--- src/rtl/peak_tracker.sv ---
// -----------------------------------------------------------------------------
// peak_tracker
//   Streaming running max/min tracker over a window of WIN_LEN unsigned 16-bit
//   samples. Each accepted sample is compared against the current max and the
//   current min by two mag comparators. The value and 0-based window index of
//   the extremes are kept, and done pulses for one cycle when the window ends.
//
//   Ports
//     clk      : system clock, rising edge
//     rst_n    : asynchronous active-low reset
//     start    : begin a window (only honoured in IDLE)
//     smp_vld  : smp carries a valid sample
//     smp      : 16-bit unsigned sample
//     smp_rdy  : block accepts a sample this cycle (ACC)
//     busy     : window in progress (ACC)
//     done     : one-cycle pulse, results final (DONE)
//     max_val  : largest sample of current/last window
//     min_val  : smallest sample of current/last window
//     max_idx  : window index of max_val
//     min_idx  : window index of min_val
//
//   mag
//     Unsigned magnitude comparator producing one-hot AgtB/AeqB/AltB.
//     Built as an MSB-first cascade: the first differing bit decides.
// -----------------------------------------------------------------------------

module mag #(
    parameter int W = 16
) (
    input  logic [W-1:0] a,
    input  logic [W-1:0] b,
    output logic         AgtB,
    output logic         AeqB,
    output logic         AltB
);

    // gt_c[i] / eq_c[i]: relation of a[W-1:i] vs b[W-1:i]
    logic [W:0] gt_c;
    logic [W:0] eq_c;

    assign gt_c[W] = 1'b0;
    assign eq_c[W] = 1'b1;

    for (genvar i = W - 1; i >= 0; i--) begin : g_bit
        assign gt_c[i] = gt_c[i+1] | (eq_c[i+1] & a[i] & ~b[i]);
        assign eq_c[i] = eq_c[i+1] & ~(a[i] ^ b[i]);
    end

    assign AgtB = gt_c[0];
    assign AeqB = eq_c[0];
    assign AltB = ~gt_c[0] & ~eq_c[0];

endmodule

module peak_tracker #(
    parameter int WIN_LEN = 8
) (
    input  logic        clk,
    input  logic        rst_n,
    input  logic        start,
    input  logic        smp_vld,
    input  logic [15:0] smp,
    output logic        smp_rdy,
    output logic        busy,
    output logic        done,
    output logic [15:0] max_val,
    output logic [15:0] min_val,
    output logic [7:0]  max_idx,
    output logic [7:0]  min_idx
);

    typedef enum logic [1:0] {
        IDLE = 2'd0,
        ACC  = 2'd1,
        DONE = 2'd2
    } state_t;

    localparam logic [7:0] LAST = 8'(WIN_LEN - 1);

    state_t     state;
    state_t     state_nxt;
    logic [7:0] cnt;

    logic accept;
    logic first;
    logic last;

    logic max_gt, max_eq, max_lt;
    logic min_gt, min_eq, min_lt;
    logic upd_max;
    logic upd_min;

    // ------------------------------------------------------------------
    // Comparators: incoming sample vs. current max and current min
    // ------------------------------------------------------------------
    mag #(.W(16)) u_mag_max (
        .a    (smp),
        .b    (max_val),
        .AgtB (max_gt),
        .AeqB (max_eq),
        .AltB (max_lt)
    );

    mag #(.W(16)) u_mag_min (
        .a    (smp),
        .b    (min_val),
        .AgtB (min_gt),
        .AeqB (min_eq),
        .AltB (min_lt)
    );

    assign accept = (state == ACC) && smp_vld;
    assign first  = (cnt == 8'd0);
    assign last   = (cnt == LAST);

    // Strictly greater / strictly less only: a tie keeps the first occurrence.
    // The full one-hot result is qualified so only a clean strict ordering
    // moves an extreme.
    assign upd_max = max_gt & ~max_eq & ~max_lt;
    assign upd_min = min_lt & ~min_eq & ~min_gt;

    // ------------------------------------------------------------------
    // FSM: state register
    // ------------------------------------------------------------------
    always_ff @(posedge clk or negedge rst_n) begin
        if (!rst_n) state <= IDLE;
        else        state <= state_nxt;
    end

    // ------------------------------------------------------------------
    // FSM: next state
    // ------------------------------------------------------------------
    always_comb begin
        state_nxt = state;
        case (state)
            IDLE:    if (start) state_nxt = ACC;
            ACC:     if (accept && last) state_nxt = DONE;
            DONE:    state_nxt = IDLE;
            default: state_nxt = IDLE;
        endcase
    end

    // ------------------------------------------------------------------
    // FSM: Moore outputs
    // ------------------------------------------------------------------
    always_comb begin
        smp_rdy = 1'b0;
        busy    = 1'b0;
        done    = 1'b0;
        case (state)
            ACC: begin
                smp_rdy = 1'b1;
                busy    = 1'b1;
            end
            DONE:    done = 1'b1;
            default: ;
        endcase
    end

    // ------------------------------------------------------------------
    // Sample counter. Cleared on the last accept so it never passes
    // WIN_LEN-1; start in IDLE clears it again regardless.
    // ------------------------------------------------------------------
    always_ff @(posedge clk or negedge rst_n) begin
        if (!rst_n) begin
            cnt <= 8'd0;
        end else if (state == IDLE && start) begin
            cnt <= 8'd0;
        end else if (accept) begin
            cnt <= last ? 8'd0 : cnt + 8'd1;
        end
    end

    // ------------------------------------------------------------------
    // Extremes. The first sample of a window seeds both; after that each
    // side moves only on a strict comparison. Results hold until the
    // next window's first accept.
    // ------------------------------------------------------------------
    always_ff @(posedge clk or negedge rst_n) begin
        if (!rst_n) begin
            max_val <= 16'h0000;
            min_val <= 16'h0000;
            max_idx <= 8'd0;
            min_idx <= 8'd0;
        end else if (accept) begin
            if (first) begin
                max_val <= smp;
                min_val <= smp;
                max_idx <= 8'd0;
                min_idx <= 8'd0;
            end else begin
                if (upd_max) begin
                    max_val <= smp;
                    max_idx <= cnt;
                end
                if (upd_min) begin
                    min_val <= smp;
                    min_idx <= cnt;
                end
            end
        end
    end

endmodule

--- config.mk ---
export PLATFORM = sky130hd
export DESIGN_NAME = peak_tracker
export DESIGN_NICKNAME = d
export VERILOG_FILES = /design/src/rtl/peak_tracker.sv
export SDC_FILE = /design/constraint.sdc
export NUM_CORES = 1
export LEC_CHECK = 0
export BUFFER_PORTS_ARGS = -buffer_cell sky130_fd_sc_hd__clkbuf_2
export CAP_MARGIN = 15
export CORE_MARGIN = 2
export CORE_UTILIZATION = 54
export DETAILED_ROUTE_END_ITERATION = 7
export GPL_ROUTABILITY_DRIVEN = 0
export GPL_TIMING_DRIVEN = 0
export PLACE_DENSITY = 0.88
export SLEW_MARGIN = 40
export SYNTH_ARGS = -nofsm -noshare
export SYNTH_HDL_FRONTEND = slang
export SYNTH_SLANG_ARGS = --single-unit
--- constraint.sdc ---
create_clock -name clk -period 2.41 [get_ports clk]
set_input_delay 0.482 -clock clk [delete_from_list [all_inputs] [get_ports clk]]
set_output_delay 0.482 -clock clk [all_outputs]
set_load 0.05 [all_outputs]
==> flow_summary.yaml, run 1 <==
worst_setup_path:
  crit_family: "simple AND/OR/NAND/NOR gates"
  criticalPathCategory: "reg2reg"
  critPathCaptureType: "flip-flop"
  crit_path_max_incr_delay_ns: 0.40
  cp-start-kind: "flip-flop"
  critPathBufInv: 1
  reg2regPathDepth: 8
  path_cells: "xor2_1 -> nor4_2 -> nand3_1 -> a211oi_2 -> nor3_4 -> a21oi_4 -> buf_8 -> mux2_4"
  startpoint: "min_val[11]"
  reg2reg_to: "min_val[13]"
  worstReg2RegStart: "min_val[11]"
  r2r_slack_ns: -0.06
  crit_slowest_cell: "dfrtp_1"
  cp_max_fo: 5
  worstPathArrival_ns: 2.71
  required_ns: 2.65
  crit_cells: 8
sta:
  setup_viol: 9
  fin_worst_skew_ns: 0.00894
  rsz0062_at_grt: "yes"
  tns_ns: -0.352
  worstMarginPinSlew_ns: 0.721
  setup_ws_ns: -0.0586
  drv_slew: 0
  hold_violations: 0
  relSlewSlack_pct: 51.9
  fmax_mhz: 405
  finalCriticalPeriod_ns: 2.47
  layout_worst_path_cycle_share_pct: 102
grt:
  grt_start_max_net_pins: 59
  grtUsageTotal_pct: 25.5
  grt_pass1_wl_um: 12200
  antenna_found_initial: 0
  overflow: 0
  grt_pass1_vias: 2502
drt:
  drtIter0Drc: 208
  totalWireLength_um: 7840
  drc: 0
  first_pass_iters: 5
  viasPerCell: 5.63
  vias: 2597
  avgRoutedWirePerCell_um: 17.0
  drtAntennaViolNets: 0
final_layout:
  nets: 408
  post_route_cells_drive_above_1_share_pct: 31.4
  utilization_pct: 69.9
  syn2layout_area_growth_pct: 25.6
  antenna_cells: 0
synthesis:
  syn_area_per_cell_um2: 10.3
  yosys.area.top_type: "dfrtp_1"
  syn_nets: 320
  synthArstFlopShare_pct: 100
  syn_area_um2: 3040
  synth_area_leaders: "dfrtp_1, nand2_1, inv_1"
  synthCells: 296
  yosysWarnings: 0
  seq_area_frac_synth_pct: 47.7
  ys_types: 50
  ys.flop_type: "dfrtp_1"
  synth_seq_cells: 58
  synth_edf_count: 0
  yosysTopAreaCellShare_pct: 47.7
flow_run:
  cap_viol_max_count: 0
clock_tree:
  worstSkewPairLatency_ns: 0.35
  cts_tree: "built"
  cts_hold_buffers: 0
  htreeDepth: 3
  clock_path_buffers: 2
  numCtsBuffers: 9
  cts_root_buf: "clkbuf_8"
  clk_pin_slew_ns: 0.07
  cts_sinks: 58
die:
  rows: 27
  core_area_um2: 5470
  dieArea_um2: 6250
  die_w_um: 79.1
  die_y_um: 79.1
  ios: 71
  start_util_pct: 55.6
placed_design:
  dp_hpwl_um: 5300
  port_buffers: 68
outcome:
  status: "finished with violations"
  violations: "setup timing"
min_path:
  hp-class: "in2async"
-- cells in the mapped netlist (8+ instances only) --
library cell and count:
mux2_1 10, mux2_2 8, nand2b_1 9, inv_1 30
o21ai_0 13, nand2_1 33, dfrtp_1 58, nor2_1 14
nand3_1 10, o22ai_1 10, xnor2_1 11, nor2b_1 8
-- cell usage in the layout (no fill, tap or decap), types with 3 or more instances in the layout --
cell type	Yosys	layout
a21o_1	3	3
a21oi_1	7	6
a22o_1	5	5
buf_4	2	8
buf_6	2	4
clkbuf_1	4	5
clkbuf_2	0	69
clkbuf_8	0	11
dfrtp_1	58	56
ha_1	4	4
inv_1	30	30
maj3_1	4	4
mux2_1	10	9
mux2_2	8	4
mux2_4	3	8
mux2i_1	7	7
nand2_1	33	33
nand2b_1	9	9
nand3_1	10	10
nor2_1	14	14
nor2b_1	8	7
o21ai_0	13	13
o221ai_1	3	3
o22ai_1	10	10
xnor2_1	11	11
xor2_1	4	4
-- timing repair --
| item | 4_1_cts | 5_1_grt |
|---|---|---|
| setup endpoints to repair | 7 | 25 |
| hold endpoints to repair | 0 | 0 |
| gates resized for setup | 1 | 19 |
| pin swaps | 2 | 5 |
| buffers inserted | 3 | 6 |
-- routing by layer --
metal	track usage [%]	wire, um	vias up
met3	4.89	420	17
li1	-	-	1211
met2	40.0	3850	97
met1	33.7	3360	1272
met4	13.3	206	0
met5	0	0	-
-- sequential cells by signal, summed over array words and instances, names as in the netlist --
| name | count |
|---|---|
| min_val | 16 |
| cnt | 8 |
| min_idx | 8 |
| state | 2 |
| max_idx | 8 |
| max_val | 16 |
-- final cells by class --
| cell class | count | area (um2) |
|---|---|---|
| clock inverter | 2 | 35.0 |
| buffer | 10 | 78.8 |
| tap | 72 | 90.1 |
| multi-input combinational | 198 | 1460 |
| clock buffer | 14 | 163 |
| timing repair buffer | 77 | 434 |
| inverter | 30 | 113 |
| sequential | 58 | 1450 |
| fill | 417 | 1650 |
-- worst max-delay path by stage --
stage | slack [ns] | endpoint
global route | -0.12 | min_val[10]
CTS | 0.03 | max_val[12]
detailed placement | -0.32 | min_val[13]
floorplan | 0.001 | max_val[13]
finish | -0.06 | min_val[13]
global placement | -0.29 | min_val[10]
-- logic make-up (layout without fill, tap and decap cells) --
family | after synthesis | after routing | synth area share [%]
buffers and inverters | 40 | 133 | 5.75
DFF | 58 | 58 | 47.7
muxes | 28 | 28 | 10.4
adders and majority gates | 9 | 9 | 3.33
xor gates and xnor gates | 15 | 15 | 4.32
and+or+nand+nor | 86 | 86 | 14.2
AOI/OAI and AO/OA | 60 | 60 | 14.3
-- metrics by stage --
step                area, um2  hold WS, ns  worst slack, ns  std cells
floorplan                3050        0.186          0.00123        296
global placement         3480        0.475           -0.287        436
detailed placement       3490        0.484           -0.323        436
CTS                      3710        0.271           0.0275        455
global route             3820        0.259           -0.124        461
finish                   3820        0.194          -0.0586        461
Power of run 1 is not shown: default switching activity piles up to over one toggle a cycle in this logic, so the estimate is an artifact.
==> run 2, diff against run 1 <==
==> config.mk (replaced) <==
export PLATFORM = sky130hd
export DESIGN_NAME = peak_tracker
export DESIGN_NICKNAME = d
export VERILOG_FILES = /design/src/rtl/peak_tracker.sv
export SDC_FILE = /design/constraint.sdc
export NUM_CORES = 1
export LEC_CHECK = 0
export CAP_MARGIN = 15
export CORE_ASPECT_RATIO = 0.7
export CORE_MARGIN = 2
export CORE_UTILIZATION = 63
export DETAILED_ROUTE_END_ITERATION = 7
export DONT_BUFFER_PORTS = 1
export GPL_ROUTABILITY_DRIVEN = 0
export GPL_TIMING_DRIVEN = 0
export PLACE_DENSITY = 0.87
export SLEW_MARGIN = 40
export SYNTH_ARGS = -nofsm -noshare
export SYNTH_HDL_FRONTEND = slang
export SYNTH_SLANG_ARGS = --single-unit
==> run 2 against run 1 <==
  * The run ends with hold timing, setup timing left
  * Global-route usage increased by 7.6 points
  * Wire length increased by 15%
  * Register-to-register slack got worse by 0.03 ns
  * Non-clock buffer count decreased by 65
  * Fmax decreased by 1.2%
  * Utilization increased by 10 points
  * Clock skew increased by 0.0057 ns
  * Final area decreased by 1.3%
  * Flip-flop and latch count unchanged
  * Largest cell class unchanged
  * Critical endpoint is now max_val[2]
  * Sequential share of layout area increased by 1.4 points
==> flow_summary.yaml, run 2 (synthesis results as in run 1) <==
final_layout:
  nets: 343
  largestRegisters: "max_val (16), min_val (16)"
  final_cell_mix: "nand2_1, dfrtp_1, dfrtp_2"
  post_route_cells_drive_above_1_share_pct: 38.0
  antenna_cells: 0
  multiInputGateArea_um2: 1640
  area.sequential_um2: 1490
  fin_area_um2: 3770
  utilization_pct: 80.3
  layout_commonest_cell: "nand2_1"
  syn2layout_area_growth_pct: 24.0
  fill_cells: 239
grt:
  overflow: 0
  grt_pass1_vias: 2553
  antenna_found_initial: 0
  grt_pass1_wl_um: 13500
  grtUsageTotal_pct: 33.1
  grt_start_max_net_pins: 59
sta:
  worstMarginPinSlew_ns: 0.879
  fin_worst_skew_ns: 0.0146
  setup_viol: 30
  setup_ws_ns: -0.0898
  finalCriticalPeriod_ns: 2.50
  rsz0062_at_grt: "yes"
  holdWs_ns: -0.0145
  hold_violations: 15
  layout_worst_path_cycle_share_pct: 104
  relSlewSlack_pct: 41.2
  fmax_mhz: 400
  drv_slew: 0
worst_setup_path:
  cp_max_fo: 4
  criticalPathCategory: "reg2reg"
  required_ns: 2.63
  critPathCaptureType: "flip-flop"
  worstPathArrival_ns: 2.72
  cp-start-kind: "flip-flop"
drt:
  vias: 2660
  totalWireLength_um: 9040
  viasPerCell: 6.98
  drc: 0
  drtIter0Drc: 407
  first_pass_iters: 6
  drtAntennaViolNets: 0
  avgRoutedWirePerCell_um: 23.7
placed_design:
  port_buffers: 0
  dp_hpwl_um: 4940
  placed_cell_area_um2: 3130
clock_tree:
  numCtsBuffers: 9
  clk_pin_slew_ns: 0.07
  cts_sinks: 58
  cts_root_buf: "clkbuf_8"
  clock_path_buffers: 2
  cts_tree: "built"
  htreeDepth: 3
  worstSkewPairLatency_ns: 0.35
min_path:
  hp-class: "in2async"
die:
  start_util_pct: 64.7
  die_w_um: 87.1
  dieArea_um2: 5410
  rows: 21
  core_area_um2: 4700
  ios: 71
  die_y_um: 62.2
outcome:
  status: "finished with violations"
  violations: "hold timing, setup timing"
flow_run:
  cap_viol_max_count: 0
## run 2: cell types whose count changed in the layout (fill, tap and decap cells not counted), sizes merged
| cell | before | now |
|---|---|---|
| clkbuf | 85 | 13 |
| buf | 16 | 18 |
| clkinv | 1 | 3 |
| clkinvlp | 0 | 2 |
| bufinv | 1 | 2 |
## run 2: what timing repair did
item | 4_1_cts | 5_1_grt
hold buffers | 1 | 0
setup buffers | 9 | 3
hold endpoints to repair | 58 | 0
gates cloned | 1 | 0
pin swaps | 8 | 11
endpoints found under the setup margin | 47 | 47
resized for setup | 57 | 36
## run 2: layout make-up
class,count,share of cell area (%)
timing repair buffer,13,4.41
tap,57,1.89
clock inverter,7,2.49
clock buffer,9,3.28
inverter,30,2.98
sequential,58,39.4
multi-input combinational,198,43.5
buffer,9,2.09
## run 2: worst paths after layout
path	cells after the start	end	slack, ns	start
max reg2reg	9	max_val[2]	-0.09	max_val[9]
max in group asynchronous	1	min_val[15]	2.14	rst_n
min in group clk	1	min_val[13]	0.28	smp[13]
min reg2reg	1	cnt[1]	0.59	state[0]
max	9	max_val[2]	-0.09	max_val[9]
min	1	min_val[11]	-0.01	rst_n
## run 2: critical path: stages (launching register included)
cell and delay, ns:
dfrtp_2 0.56, nor2b_2 0.07, maj3_2 0.33, a21oi_2 0.19, o211ai_1 0.15, a32oi_2 0.30
a21o_1 0.17, buf_6 0.13, buf_6 0.13, mux2_2 0.33
## run 2: through the flow
stage	instances	TNS, ns	setup WS [ns]
after floorplan	296	0	0.00123
after global placement	353	-6.13	-0.280
after detailed placement	353	-7.96	-0.342
after CTS	380	-0.292	-0.0389
after global routing	381	-3.53	-0.121
final	381	-1.75	-0.0898
## run 2: per-layer routing
layer  wire, um  global-route usage [%]  up-vias
met2       3970                    47.0      242
met1       3410                    46.2     1280
met3       1280                    12.4       56
li1           -                       -     1082
met4        383                    12.3        0
met5          0                       0        -
Power of run 2 is left out for the same reason.
==> run 3, diff against run 2 <==
--- a/config.mk
+++ b/config.mk
@@ -7,7 +7,6 @@
 export LEC_CHECK = 0
 export CAP_MARGIN = 15
 export CORE_ASPECT_RATIO = 0.7
-export CORE_MARGIN = 2
 export CORE_UTILIZATION = 63
 export DETAILED_ROUTE_END_ITERATION = 7
 export DONT_BUFFER_PORTS = 1
==> run 3 against run 2 <==
  * The flow still finishes with violations (hold timing, setup timing)
  * Register-to-register slack worse by 0.22 ns
  * Global-route usage up 0.84 points
  * Clock-buffer cell count unchanged
  * Final area up 0.36%
  * Clock skew down 0.0051 ns
  * Critical endpoint is now min_val[11]
  * Largest cell class unchanged
  * Wire length up 3.2%
  * Sequential share of layout area down 0.18 points
==> flow_summary.yaml, run 3 (synthesis results as in run 1) <==
outcome:
  status: "finished with violations"
  violations: "hold timing, setup timing"
clock_tree:
  clk_pin_slew_ns: 0.07
  numCtsBuffers: 9
  cts_tree: "built"
  cts_sinks: 58
  worstSkewPairLatency_ns: 0.35
  clock_path_buffers: 2
  cts_root_buf: "clkbuf_8"
  htreeDepth: 3
placed_design:
  placed_cell_area_um2: 3120
  dp_hpwl_um: 5020
  port_buffers: 0
final_layout:
  layout_commonest_cell: "dfrtp_1"
  antenna_cells: 0
  nets: 347
  largestRegisters: "max_val (16), min_val (16)"
  fill_cells: 198
  syn2layout_area_growth_pct: 24.5
  fin_area_um2: 3790
  final_cell_mix: "dfrtp_1, nand2_1, dfrtp_2"
  post_route_cells_drive_above_1_share_pct: 36.6
  area.sequential_um2: 1490
  multiInputGateArea_um2: 1630
drt:
  vias: 2684
  first_pass_iters: 5
  avgRoutedWirePerCell_um: 24.3
  drtIter0Drc: 306
  viasPerCell: 7.01
  totalWireLength_um: 9320
  drtAntennaViolNets: 0
  drc: 0
sta:
  fmax_mhz: 368
  fin_worst_skew_ns: 0.00948
  rsz0062_at_grt: "yes"
  relSlewSlack_pct: 58.2
  holdWs_ns: -0.00379
  worstMarginPinSlew_ns: 0.627
  setup_viol: 34
  hold_violations: 5
  drv_slew: 0
  finalCriticalPeriod_ns: 2.72
  layout_worst_path_cycle_share_pct: 113
  setup_ws_ns: -0.309
worst_setup_path:
  cp-start-kind: "flip-flop"
  reg2regPathDepth: 8
  crit_path_max_incr_delay_ns: 0.57
  r2r_slack_ns: -0.31
  required_ns: 2.64
  path_cells: "nor2b_4 -> a222oi_1 -> a211oi_2 -> a211oi_2 -> nor3_4 -> a21oi_4 -> buf_8 -> mux2_4"
  cp_max_fo: 8
  crit_slowest_cell: "a222oi_1"
  criticalPathCategory: "reg2reg"
  critPathCaptureType: "flip-flop"
  worstPathArrival_ns: 2.94
  worstReg2RegStart: "min_val[0]"
  reg2reg_to: "min_val[11]"
  crit_path_frequent_cell: "a211oi_2"
die:
  core_area_um2: 4480
  die_y_um: 60.2
  rows: 20
  ios: 71
  dieArea_um2: 5120
  start_util_pct: 68.0
  die_w_um: 85.1
grt:
  grtUsageTotal_pct: 34.0
  grt_pass1_wl_um: 12700
  overflow: 0
  antenna_found_initial: 0
  grt_start_max_net_pins: 59
  grt_pass1_vias: 2447
min_path:
  hp-class: "in2async"
flow_run:
  cap_viol_max_count: 0
run 3: cell types whose count changed in the layout (fill, tap and decap cells not counted), moves of 3 or more:
cell / before / now
o21ai_1: 0 / 6
mux2_1: 0 / 8
nor2_2: 0 / 3
mux2_4: 17 / 9
buf_4: 7 / 11
o21ai_0: 13 / 7
run 3: stage by stage:
stage	TNS, ns	setup slack [ns]	cells	utilization [%]	hold slack [ns]
finish	-5.60	-0.309	383	84.6	-0.00379
global route	-7.10	-0.334	383	84.6	0.00746
CTS	0	0.00398	376	80.6	0.0112
detailed placement	-9.32	-0.336	351	69.7	0.188
global placement	-6.93	-0.308	351	69.7	0.188
floorplan	0	0.00123	296	-	0.186
run 3: final cells by class:
class                   instances  area share [%]
flip-flops and latches         58            39.2
clock buffers                   9            3.27
inverters                      30            2.97
multi-input cells             198            43.0
repair buffers                 16            5.45
well taps                      55            1.82
clock inverters                 7            1.85
plain buffers                  10            2.48
run 3: what timing repair did:
item / CTS / global route
hold buffers: 1 / 0
setup endpoints to repair: 48 / 43
buffers inserted: 7 / 6
gates resized for setup: 55 / 37
pin swaps: 10 / 8
endpoints found under the hold margin: 58 / 0
gates cloned: 1 / 1
run 3: per-layer routing:
layer | share of wire (%) | global-route usage, %
met5 | 0 | 0
met4 | 3.6 | 11.4
met3 | 14 | 14.6
met2 | 44 | 51.0
met1 | 39 | 44.6
run 3: worst max path at each step:
| stage | from | to | slack (ns) | cells past startpoint |
|---|---|---|---|---|
| after floorplan | max_val[9] | max_val[13] | 0.001 | 9 |
| after CTS | min_val[10] | min_val[0] | 0.004 | 8 |
| final | min_val[0] | min_val[11] | -0.31 | 8 |
| after global routing | min_val[0] | min_val[11] | -0.33 | 8 |
| after global placement | max_val[8] | max_val[12] | -0.31 | 9 |
| after detailed placement | max_val[8] | max_val[12] | -0.34 | 9 |
run 3: critical path, delay by kind of cell, from the launching register on:
kind                   cells  cell delay [ns]
buffers and inverters      1             0.19
multiplexers               1             0.30
AND/OR/NAND/NOR            2             0.28
flip-flops                 1             0.52
AO/OA/AOI/OAI              4             1.30
Power of run 3 is left out for the same reason.
